## config.mk

```make
export PLATFORM = sky130hd
export DESIGN_NAME = pipe_ctrl
export DESIGN_NICKNAME = d
export VERILOG_FILES = /design/src/rtl/pipe_ctrl.sv
export SDC_FILE = /design/constraint.sdc
export NUM_CORES = 1
export LEC_CHECK = 0
export ABC_CLOCK_PERIOD_IN_PS = 2700
export BUFFER_PORTS_ARGS = -buffer_cell sky130_fd_sc_hd__buf_2
export CORE_MARGIN = 2
export CORE_UTILIZATION = 30
export CTS_CLUSTER_DIAMETER = 200
export CTS_CLUSTER_SIZE = 12
export DETAILED_ROUTE_END_ITERATION = 7
export PLACE_DENSITY_LB_ADDON = 0.25
export SETUP_SLACK_MARGIN = 0.3
export SLEW_MARGIN = 20
export SYNTH_ARGS = -nofsm -noshare
export SYNTH_HDL_FRONTEND = slang
export SYNTH_SLANG_ARGS = --single-unit
export TNS_END_PERCENT = 50
```

## constraint.sdc

```tcl
create_clock -name clk -period 2.7 [get_ports clk]
set_clock_uncertainty 0.2 [all_clocks]
set_input_delay 0.27 -clock clk [delete_from_list [all_inputs] [get_ports clk]]
set_output_delay 0.27 -clock clk [all_outputs]
set_load 0.005 [all_outputs]
```

## src/rtl/pipe_ctrl.sv

```systemverilog
// pipe_ctrl: pipeline hazard control with load-use/mul-div stalls, branch flush and a multi-cycle mul/div sequencer
module pipe_ctrl (
    input  logic        clk,
    input  logic        rst,
    input  logic [4:0]  idRs,
    input  logic [4:0]  idRt,
    input  logic        idUsesRt,
    input  logic        idMulDiv,
    input  logic        idDiv,
    input  logic        idHiLoRead,
    input  logic        exMemRead,
    input  logic [4:0]  exDstReg,
    input  logic        exBranchTaken,
    output logic        oPCWrite,
    output logic        oIFIDWrite,
    output logic        oIFIDFlush,
    output logic        oIDEXFlush,
    output logic        oMDStart,
    output logic        oMDBusy,
    output logic        oMDDone,
    output logic [15:0] oStallCnt
);
    typedef enum logic {IDLE, MD_BUSY} state_t;
    state_t      state_q, state_d;
    logic [4:0]  md_cnt_q, md_cnt_d;
    logic [15:0] stall_cnt_q, stall_cnt_d;
    logic        busy, load_use, md_haz, stall;
    always_comb begin
        busy        = state_q == MD_BUSY;
        load_use    = exMemRead && exDstReg != 5'd0 &&
                      (exDstReg == idRs || (idUsesRt && exDstReg == idRt));
        md_haz      = busy && (idHiLoRead || idMulDiv);
        stall       = (load_use || md_haz) && !exBranchTaken;
        oMDStart    = !rst && !busy && idMulDiv && !load_use && !exBranchTaken;
        oMDBusy     = busy;
        oMDDone     = busy && md_cnt_q == 5'd0;
        oPCWrite    = !rst && !stall;
        oIFIDWrite  = !rst && !stall;
        oIFIDFlush  = rst || exBranchTaken;
        oIDEXFlush  = rst || exBranchTaken || stall;
        oStallCnt   = stall_cnt_q;
        state_d     = oMDStart ? MD_BUSY : oMDDone ? IDLE : state_q;
        md_cnt_d    = oMDStart ? (idDiv ? 5'd31 : 5'd3) :
                      oMDDone  ? 5'd0 :
                      busy     ? md_cnt_q - 5'd1 : md_cnt_q;
        stall_cnt_d = (stall && stall_cnt_q != 16'hFFFF) ? stall_cnt_q + 16'd1 : stall_cnt_q;
    end
    always_ff @(posedge clk or posedge rst) begin
        if (rst) begin
            state_q     <= IDLE;
            md_cnt_q    <= 5'd0;
            stall_cnt_q <= 16'd0;
        end else begin
            state_q     <= state_d;
            md_cnt_q    <= md_cnt_d;
            stall_cnt_q <= stall_cnt_d;
        end
    end
endmodule

```

# After elaboration in Yosys (flattened, before gate mapping)
# Cells that the tools add are included.
# W data, S select, Z words.
# word_totals
wordCells,40
reg_bits,22
out_inout_bits,23
input_bits,23
# op_classes
mux,6
n_eq_ne,3
n_reduce_logical,26
n_addsub,2
# op_table
op,count
$mux W5,4
$add A16 B1 Y16 const B,1
$ne A16 B16 Y1 const B,1
$logic_and A1 B1 Y1,12
$eq A5 B5 Y1,2
$logic_not A1 Y1,5
$logic_not A5 Y1,1
$logic_or A1 B1 Y1,5
$reduce_bool A5 Y1,1
$sub A5 B1 Y5 const B,1
$reduce_bool A3 Y1,1
$mux W1,2
$reduce_bool A2 Y1,1

# Depth between registers and ports, before layout
# Gate-level depths: netlist (run 1).
# logic_depth
ltp_word,8
ltp_mapped,9
mapped_depth_nobuf,7

# Least setup slack after synthesis (run 1)
# No wires, ideal clock.
# synth_timing
path_type,register to register
startpoint,"register stall_cnt_q[0], in the netlist oStallCnt[0]"
endpoint,"register stall_cnt_q[8], in the netlist oStallCnt[8]"
path_slack_ps,504
synth_period_minus_slack_ps,2196
path_stages_with_launch,8
required_time_ps,2375
arrival_ps,1871
path_buffers,1
setup_time_ps,125
path_cell_list,dfrtp_1 -> ha_1 -> and4_1 -> and4_1 -> a21oi_1 -> clkbuf_1 -> o2111ai_1 -> xnor2_1
# synth_via
elab_chain_len,2
word_cells_on_any_way,3
classes_between,add/sub: 1; eq/ne: 1; reduce/logical: 1
# synth_lines
element,line,rtl
start: declaration,26,"logic [15:0] stall_cnt_q, stall_cnt_d;"
start signal: assignment,56,stall_cnt_q <= stall_cnt_d;
branches (longest 2 deep; another with $add A16 B1 Y16),--,
# Parallel ways; which one is timed is not known.
# A chain may end at the register's enable or synchronous reset.

# Worst setup path after layout (run 1)
# layout_timing
startpoint,input port exDstReg[1]
endpoint,output port oMDStart
# layout_via
elab_chain_len,7
word_cells_on_any_way,10
classes_between,eq/ne: 2; reduce/logical: 8
# layout_lines
element,line,rtl
start: declaration,12,"input logic [4:0] exDstReg,"
$eq A5 B5 Y1,31,(exDstReg == idRs || (idUsesRt && exDstReg == idRt));
$logic_and A1 B1 Y1,31,
$logic_or A1 B1 Y1,31,
$logic_and A1 B1 Y1 *,30,load_use = exMemRead && exDstReg != 5'd0 &&
$logic_not A1 Y1 *,34,oMDStart = !rst && !busy && idMulDiv && !load_use && !exBranchTaken;
$logic_and A1 B1 Y1 * (2 in a row),34,
end: declaration,18,"output logic oMDStart,"
# Mark *: on every way between the ends. The rest lies on a longest branch, timed or not.

==> summary.txt, run 1 <==
Outcome
  – Status: completed

Final layout
  – Design Area, Final: 1720 um2
  – Share of layout cells above drive strength 1: 0.305
  – Area Overhead vs Synth: 29.0%
  – Nets: 216
  – Fillcell total: 470
  – Antenna diode count: 0

Global route
  – Number of global-route vias before repair: 1,178
  – Largest net degree at the start of global routing: 23
  – First-pass GRT wire length: 5.43 mm
  – Initial antenna violation count: 0
  – Global Route Usage Sum: 0.134
  – Total gr overflow: 0

Critical path
  – Crit path capture type: primary output
  – Req. time, crit path: 2230 ps
  – Worst-path cell with the longest stage delay: or4b_4
  – Startpoint Class: primary input
  – Cells along the critical path: buf_2 > or4_1 > o21ai_2 > a21oi_4 > or4b_4 > inv_1 > buf_2
  – Type of the worst setup path: primary input to primary output
  – Most frequent CP cell: buf_2
  – Worst path max stage delay: 550 ps
  – CP arrival: 1900 ps
  – Worst-path fanout max: 13

Synth
  – Synth warn: 0
  – Multiplexer share of the synthesized area: 0.0160
  – Top FF cell, synth: dfrtp_1
  – Post-Syn Area: 1330 um2
  – Mean post-synth cell area: 9.45 um2
  – Adder-cell share of the synthesized area: 0.0188
  – Synthesis-stage register bit count: 22
  – Largest family of logic cells by synthesized area: simple AND/OR/NAND/NOR gates
  – Synth Area in XOR/XNOR: 0.164
  – Synthesized net count: 166
  – Asr flop ratio synth: 1.00
  – Sequential cell area fraction in the yosys report: 0.413
  – Cell variety after synth: 33
  – Synthesized instance count: 141
  – Synth Area in Simple Gates: 0.189
  – Post-synth EDFFs: 0
  – Complex-gate fraction of the synthesized area: 0.149

Detailed routing
  – DRT iter0 DRCs: 47
  – Vias per std cell: 4.93
  – 1st-pass router iterations: 4
  – Wire per inst: 13.0 um
  – Final WL: 3.15 mm
  – Remaining DRCs: 0
  – Vias after detailed routing: 1,193
  – Post-DRT Antenna Nets: 0

Timing
  – Slew Viols, Final: 0
  – Final setup violation count: 0
  – Setup ws final: 326 ps
  – Minimum clock period: 2370 ps
  – Slew @ Worst Pin: 599 ps
  – F_max: 421 MHz
  – Endpoints failing hold: 0
  – Worst slew margin: 0.597
  – Setup TNS: 0 ps
  – RSZ-0062 raised after global routing: yes
  – Final Cycle Share: 0.879

Floorplanning
  – Core Area: 4320 um2
  – Io pins: 46
  – Die H: 70.6 um
  – Die area: 4990 um2
  – Row count: 24
  – Die Wd: 70.6 um
  – Initial Util: 0.308

Clock network
  – CTS tree: built
  – H-Tree Depth: 1
  – Worst skew pair latency: 270 ps
  – Clk buf depth: 2
  – Root buf cell: clkbuf_8
  – Clock Pin Slew Worst Setup and Hold Paths: 80 ps
  – Clock Sinks: 22
  – Total CTS buffers: 3
  – Setup Fix Bufs, Post-CTS: 0

Power
  – Leakage: 0.806 nW
  – Peak supply drop: 0.000383 V
  – PwrDens: 734 nW/um2

Placed design
  – Place WS: 320 ps
  – IO buf count: 45
  – GP Congestion: 0.707
  – HPWL after DPL: 2.41 mm
  – Placed Area: 1630 um2

Hold path
  – Min-delay worst type: primary input to flip-flop

Job
  – Max Cap Violations: 0
-- synth_stat cells (all sizes together) (3+ instances only) --
master	instances	area, um2
dfrtp	22	551
xnor2	18	158
inv	11	41.3
o211ai	10	75.1
nand2	8	30.0
nor2	8	30.0
nor3	7	35.0
o21ai	7	38.8
xor2	7	61.3
and3	5	31.3
nand3	5	25.0
a21oi	3	18.8
buf	3	17.5
nand4	3	18.8
o2111ai	3	26.3
-- state kept, by name (all words and copies together), names as in the netlist --
register	count
oStallCnt	16
md_cnt_q	5
oMDBusy	1
-- layer usage --
layer	global-route usage	vias up	wire, um
li1	-	603	-
met1	0.185	538	1570
met2	0.214	48	1360
met3	0.0242	4	180
met4	0.0440	0	42
met5	0	-	0
-- worst max-delay path, delay by kind of cell --
family,cells,cell delay [ps]
simple gates,2,1080
buf+inv,3,290
compound gates,2,260
-- logic make-up after synthesis --
group / count (synthesis)
adders and majority gates: 2
buffers and inverters: 16
and+or+nand+nor: 46
DFF: 22
AOI/OAI and AO/OA: 28
xor gates and xnor gates: 25
muxes: 2
-- timing repair --
action,4_1_cts,5_1_grt
hold endpoints to repair,22,0
setup endpoints to repair,0,3
gates resized for setup,0,2
hold buffers,1,0
-- layout make-up --
| cell class | count | area [um2] | area share |
|---|---|---|---|
| multi-input combinational | 103 | 726 | 0.422 |
| sequential | 22 | 551 | 0.320 |
| timing repair buffer | 50 | 265 | 0.154 |
| tap | 52 | 65.1 | 0.0378 |
| clock buffer | 3 | 41.3 | 0.0240 |
| inverter | 11 | 41.3 | 0.0240 |
| clock inverter | 1 | 30.0 | 0.0175 |
-- worst paths after layout --
kind                                 to    startpoint  depth (start not counted)  slack [ps]
setup / recovery               oMDStart   exDstReg[1]                          7         330
hold / removal              md_cnt_q[2]         idDiv                          3          80
min in group asynchronous  oStallCnt[0]           rst                          4         430
hold reg to reg             md_cnt_q[0]   md_cnt_q[0]                          1         270
setup reg to reg           oStallCnt[9]  oStallCnt[0]                          7         490
max in group asynchronous  oStallCnt[6]           rst                          4        1630
-- where the power goes --
part / switching (mW) / internal [mW] / leakage (nW)
clock: 0.116 / 0.198 / 0.0357
sequential: 0.107 / 0.422 / 0.284
combinational: 0.215 / 0.204 / 0.486
-- cell usage in the layout (no fill, tap or decap), drive strengths merged, types with 2 or more instances in the layout --
master,n
and3,5
xor2,7
buf,49
xnor2,18
o21ai,7
nor2,8
inv,11
o211ai,10
nand4,3
nor4,2
clkbuf,3
or4b,2
and4,2
nand2,8
ha,2
or3,2
nor3,7
a21oi,3
dfrtp,22
o2bb2ai,2
o2111ai,3
nand3,5
-- per-stage QoR --
stage | cells | util | hold WS, ps | power, mW
floorplan | 141 | - | 67.8 | 0.782
global placement | 237 | 0.376 | 184 | 0.951
detailed placement | 237 | 0.376 | 184 | 0.954
CTS | 242 | 0.395 | 92.2 | 1.27
global route | 242 | 0.398 | 102 | 1.36
finish | 242 | 0.398 | 83.8 | 1.26
(Power assumes the default switching activity.)
==> run 2: changes to the inputs <==
--- a/config.mk
+++ b/config.mk
@@ -5,8 +5,9 @@
 export SDC_FILE = /design/constraint.sdc
 export NUM_CORES = 1
 export LEC_CHECK = 0
-export ABC_CLOCK_PERIOD_IN_PS = 2700
+export ABC_CLOCK_PERIOD_IN_PS = 2800
 export BUFFER_PORTS_ARGS = -buffer_cell sky130_fd_sc_hd__buf_2
+export CORE_ASPECT_RATIO = 1.4
 export CORE_MARGIN = 2
 export CORE_UTILIZATION = 30
 export CTS_CLUSTER_DIAMETER = 200
==> constraint.sdc (replaced) <==
create_clock -name clk -period 2.8 [get_ports clk]
set_clock_uncertainty 0.2 [all_clocks]
set_input_delay 0.28 -clock clk [delete_from_list [all_inputs] [get_ports clk]]
set_output_delay 0.28 -clock clk [all_outputs]
set_load 0.005 [all_outputs]
==> summary.txt, run 2 (synthesis results as in run 1) <==
Critical path
  – Most frequent CP cell: buf_2
  – Buf+Inv Stages, Crit Path: 3
  – Worst path max stage delay: 540 ps
  – CP delay by family, top: simple AND/OR/NAND/NOR gates
  – Req. time, crit path: 2320 ps
  – Type of the worst setup path: primary input to primary output
  – Critical R2R Launch: oStallCnt[0]
  – CP arrival: 1870 ps
  – Crit path capture type: primary output
  – Reg2Reg Setup Slack: 610 ps
  – FF-to-FF path depth: 7
  – Cells along the critical path: buf_2 > or4_1 > o21ai_2 > a21oi_4 > or4b_4 > inv_1 > buf_2
  – Worst-path cell with the longest stage delay: or4b_4
  – Worst-path fanout max: 5
  – FF-to-FF End: oStallCnt[6]
  – Startpoint Class: primary input

Floorplanning
  – Die area: 5000 um2
  – Row count: 28
  – Core Area: 4240 um2
  – Die H: 82.9 um
  – Initial Util: 0.314
  – Die Wd: 60.3 um
  – Io pins: 46

Clock network
  – Clock Pin Slew Worst Setup and Hold Paths: 80 ps
  – Clock Sinks: 22
  – Clk buf depth: 2
  – CTS tree: built
  – Worst skew pair latency: 260 ps
  – Root buf cell: clkbuf_8
  – Total CTS buffers: 3
  – H-Tree Depth: 1

Final layout
  – Multi-input logic area: 729 um2
  – Commonest non-fill, non-tap cell in the layout: buf_2
  – Nets: 217
  – Fillcell total: 451
  – Antenna diode count: 0
  – Area Overhead vs Synth: 30.6%
  – Most frequent cells in the layout: buf_2 (45), dfrtp_1 (22), xnor2_1 (18)
  – Number of flip-flops in the largest register: 16
  – Sequential cell area: 551 um2
  – Non-filler cells, final: 251
  – Share of layout cells above drive strength 1: 0.309
  – Design Area, Final: 1740 um2

Hold path
  – Min-delay worst type: primary input to flip-flop
  – Worst hold path depth: 3
  – Hold_sp: idDiv
  – Hold Path Sink: md_cnt_q[2]

Timing
  – F_max: 426 MHz
  – Endpoints failing hold: 0
  – Final setup violation count: 0
  – Slew @ Worst Pin: 577 ps
  – RSZ-0062 raised after global routing: no
  – Worst slew margin: 0.611
  – Slew Viols, Final: 0
  – Final Cycle Share: 0.839
  – Setup TNS: 0 ps
  – Setup ws final: 452 ps
  – Minimum clock period: 2350 ps

Placed design
  – Cell count after placement: 246
  – HPWL after DPL: 2.50 mm
  – Place WS: 465 ps
  – IO buf count: 45
  – GP Congestion: 0.823
  – Placed Area: 1650 um2

Global route
  – First-pass GRT wire length: 5.31 mm
  – Largest net degree at the start of global routing: 24
  – Initial antenna violation count: 0
  – Total gr overflow: 0
  – Number of global-route vias before repair: 1,207
  – Global Route Usage Sum: 0.136

Detailed routing
  – Final WL: 3.20 mm
  – Wire per inst: 12.8 um
  – 1st-pass router iterations: 4
  – Vias per std cell: 4.89
  – Vias after detailed routing: 1,228
  – DRT iter0 DRCs: 51
  – Remaining DRCs: 0
  – Post-DRT Antenna Nets: 0

Power
  – Peak supply drop: 0.000208 V
  – Leakage: 0.812 nW
  – Pwr Total: 1.21 mW
  – PwrDens: 697 nW/um2

Job
  – Max Cap Violations: 0

Outcome
  – Status: completed
run 2: cell types whose count changed in the layout (fill, tap and decap cells not counted):
cell,change
nor4_1,-1
nor2_2,-1
buf_4,+1
nor2_1,+1
nor4_2,+1
run 2: cell type report:
cell class	count	area share
multi-input cells	103	0.419
inverters	11	0.0237
repair buffers	51	0.157
clock buffers	3	0.0237
clock inverters	1	0.0173
well taps	60	0.0431
flip-flops and latches	22	0.316
run 2: worst max-delay path by stage:
stage / start / endpoint / slack (ps) / cells past startpoint
detailed placement: exDstReg[1] / oMDStart / 470 / 7
CTS: exDstReg[1] / oMDStart / 460 / 7
global placement: exDstReg[1] / oMDStart / 460 / 7
floorplan: oStallCnt[0] / oStallCnt[8] / 600 / 7
global route: oMDBusy / oIFIDWrite / 330 / 5
finish: exDstReg[1] / oMDStart / 450 / 7
run 2: timing repair:
item,4_1_cts,5_1_grt
setup buffers,0,0
endpoints found under the setup margin,0,2
resized for setup,0,2
hold endpoints to repair,22,0
hold buffers,1,0
run 2: worst register-to-register path, delay by kind of cell, from the launching register on:
family / cells / cell delay [ps]
flops: 1 / 450
simple gates: 2 / 480
fa+ha+maj: 1 / 250
compound gates: 2 / 320
buf+inv: 1 / 210
xor+xnor: 1 / 160
run 2: report_power, final:
group	switching (mW)	total (mW)	leakage, nW	internal, mW
logic	0.204	0.400	0.492	0.196
registers	0.109	0.517	0.284	0.407
clock network	0.105	0.296	0.0357	0.191
total	0.419	1.21	0.812	0.794
run 2: routing by layer:
layer | up-vias | wire length, um | GRT usage
met3 | 2 | 152 | 0.0156
met4 | 0 | 34 | 0.0566
met1 | 578 | 1360 | 0.167
li1 | 605 | - | -
met2 | 43 | 1660 | 0.232
met5 | - | 0 | 0
run 2: metrics by stage:
stage	utilization	hold WS (ps)
global route	0.411	150
detailed placement	0.388	159
CTS	0.407	118
floorplan	-	77.8
finish	0.411	124
global placement	0.388	154
==> run 3: changes to the inputs <==
--- a/config.mk
+++ b/config.mk
@@ -5,7 +5,7 @@
 export SDC_FILE = /design/constraint.sdc
 export NUM_CORES = 1
 export LEC_CHECK = 0
-export ABC_CLOCK_PERIOD_IN_PS = 2800
+export ABC_CLOCK_PERIOD_IN_PS = 2200
 export BUFFER_PORTS_ARGS = -buffer_cell sky130_fd_sc_hd__buf_2
 export CORE_ASPECT_RATIO = 1.4
 export CORE_MARGIN = 2
==> constraint.sdc (replaced) <==
create_clock -name clk -period 2.2 [get_ports clk]
set_clock_uncertainty 0.2 [all_clocks]
set_input_delay 0.22 -clock clk [delete_from_list [all_inputs] [get_ports clk]]
set_output_delay 0.22 -clock clk [all_outputs]
set_load 0.005 [all_outputs]
==> summary.txt, run 3 (synthesis results as in run 1) <==
Outcome
  – Status: completed

Final layout
  – Final Util: 0.486
  – Share of layout cells above drive strength 1: 0.460
  – Area Overhead vs Synth: 54.7%
  – Fillcell total: 417
  – Antenna diode count: 0
  – Nets: 238
  – Multi-input logic area: 853 um2
  – Commonest non-fill, non-tap cell in the layout: buf_2
  – Sequential cell area: 552 um2
  – Number of flip-flops in the largest register: 16
  – Most frequent cells in the layout: buf_2 (41), dfrtp_1 (21), buf_4 (19)
  – Design Area, Final: 2060 um2

Critical path
  – FF-to-FF End: oStallCnt[6]
  – Req. time, crit path: 1780 ps
  – Critical R2R Launch: oStallCnt[0]
  – Worst-path fanout max: 2
  – Type of the worst setup path: primary input to primary output
  – Worst setup path startpoint: exDstReg[4]
  – Worst setup endpoint: oMDStart
  – Worst path max stage delay: 540 ps
  – Cells along the critical path: buf_8 > or4_4 > o21ai_4 > a21oi_4 > or4b_4 > inv_2 > buf_6
  – CP arrival: 1710 ps
  – Startpoint Class: primary input
  – Worst-path cell with the longest stage delay: or4_4
  – FF-to-FF path depth: 7
  – Crit path capture type: primary output
  – Reg2Reg Setup Slack: 310 ps

Detailed routing
  – Vias per std cell: 4.85
  – DRT iter0 DRCs: 27
  – Vias after detailed routing: 1,313
  – Final WL: 3.75 mm
  – Remaining DRCs: 0
  – Wire per inst: 13.8 um
  – Post-DRT Antenna Nets: 0
  – 1st-pass router iterations: 4

Job
  – Max Cap Violations: 0

Timing
  – Setup ws final: 71.0 ps
  – Minimum clock period: 2130 ps
  – Setup TNS: 0 ps
  – Slew Viols, Final: 0
  – Final Cycle Share: 0.968
  – Worst slew margin: 0.796
  – F_max: 470 MHz
  – Endpoints failing hold: 0
  – Final setup violation count: 0
  – RSZ-0062 raised after global routing: yes
  – Slew @ Worst Pin: 306 ps

Global route
  – Initial antenna violation count: 0
  – Largest net degree at the start of global routing: 23
  – Number of global-route vias before repair: 1,303
  – First-pass GRT wire length: 5.74 mm
  – Total gr overflow: 0
  – Global Route Usage Sum: 0.148

Hold path
  – Min-delay worst type: primary input to flip-flop

Placed design
  – GP Congestion: 0.694
  – Place WS: -9.86 ps
  – IO buf count: 45
  – HPWL after DPL: 2.64 mm
  – Placed Area: 1750 um2

Clock network
  – Total CTS buffers: 3
  – H-Tree Depth: 1
  – Clock Pin Slew Worst Setup and Hold Paths: 70 ps
  – Worst skew pair latency: 260 ps
  – Clock Sinks: 22
  – CTS tree: built
  – Clk buf depth: 2
  – Root buf cell: clkbuf_8

Floorplanning
  – Initial Util: 0.314
  – Core Area: 4240 um2
  – Die area: 5000 um2
  – Die Wd: 60.3 um
  – Io pins: 46
  – Die H: 82.9 um
  – Row count: 28

Power
  – PwrDens: 804 nW/um2
  – Leakage: 0.934 nW
  – Peak supply drop: 0.000341 V
==> run 3: cell type report <==
| type | count | share of cell area |
|---|---|---|
| clock buffer | 3 | 0.0200 |
| tap | 60 | 0.0364 |
| sequential | 22 | 0.268 |
| timing repair buffer | 72 | 0.242 |
| multi-input combinational | 103 | 0.414 |
| inverter | 11 | 0.0200 |
==> run 3: worst min-delay path by stage <==
stage | start | to | slack (ps) | depth (start not counted)
after CTS | idDiv | md_cnt_q[2] | 60 | 3
after detailed placement | rst | oStallCnt[9] | 110 | 3
after global routing | idDiv | md_cnt_q[2] | 100 | 3
after floorplan | rst | md_cnt_q[0] | 20 | 1
final | idDiv | md_cnt_q[2] | 60 | 3
after global placement | rst | oStallCnt[9] | 110 | 3
==> run 3: report_power, final <==
part	internal (mW)	switching (mW)	total [mW]
Combinational	0.396	0.375	0.771
Sequential	0.520	0.112	0.633
Clock	0.122	0.132	0.254
Total	1.04	0.619	1.66
==> run 3: critical path: cells and delay by family <==
kind / cells / cell delay [ps]
simple gates: 2 / 1030
buf+inv: 3 / 250
compound gates: 2 / 210
==> run 3: metrics by stage <==
| step | hold WS [ps] | std cells | power (mW) |
|---|---|---|---|
| global placement | 111 | 259 | 1.28 |
| CTS | 61.6 | 268 | 1.59 |
| floorplan | 17.8 | 141 | 0.967 |
| finish | 58.1 | 271 | 1.66 |
| detailed placement | 114 | 259 | 1.29 |
| global route | 99.8 | 271 | 1.78 |
==> run 3: routing by layer <==
layer	up-vias	wire length, um	GRT usage
li1	646	-	-
met1	624	1600	0.183
met2	41	1990	0.259
met3	2	126	0.0125
met4	0	38	0.0485
met5	-	0	0
==> run 3: repair_timing <==
action                     4_1_cts  5_1_grt
hold buffers                     1        0
pin swaps                        7       10
hold endpoints to repair        22        0
gates cloned                     0        1
setup endpoints to repair       19       25
buffers inserted                 5        2
resized for setup               17       21
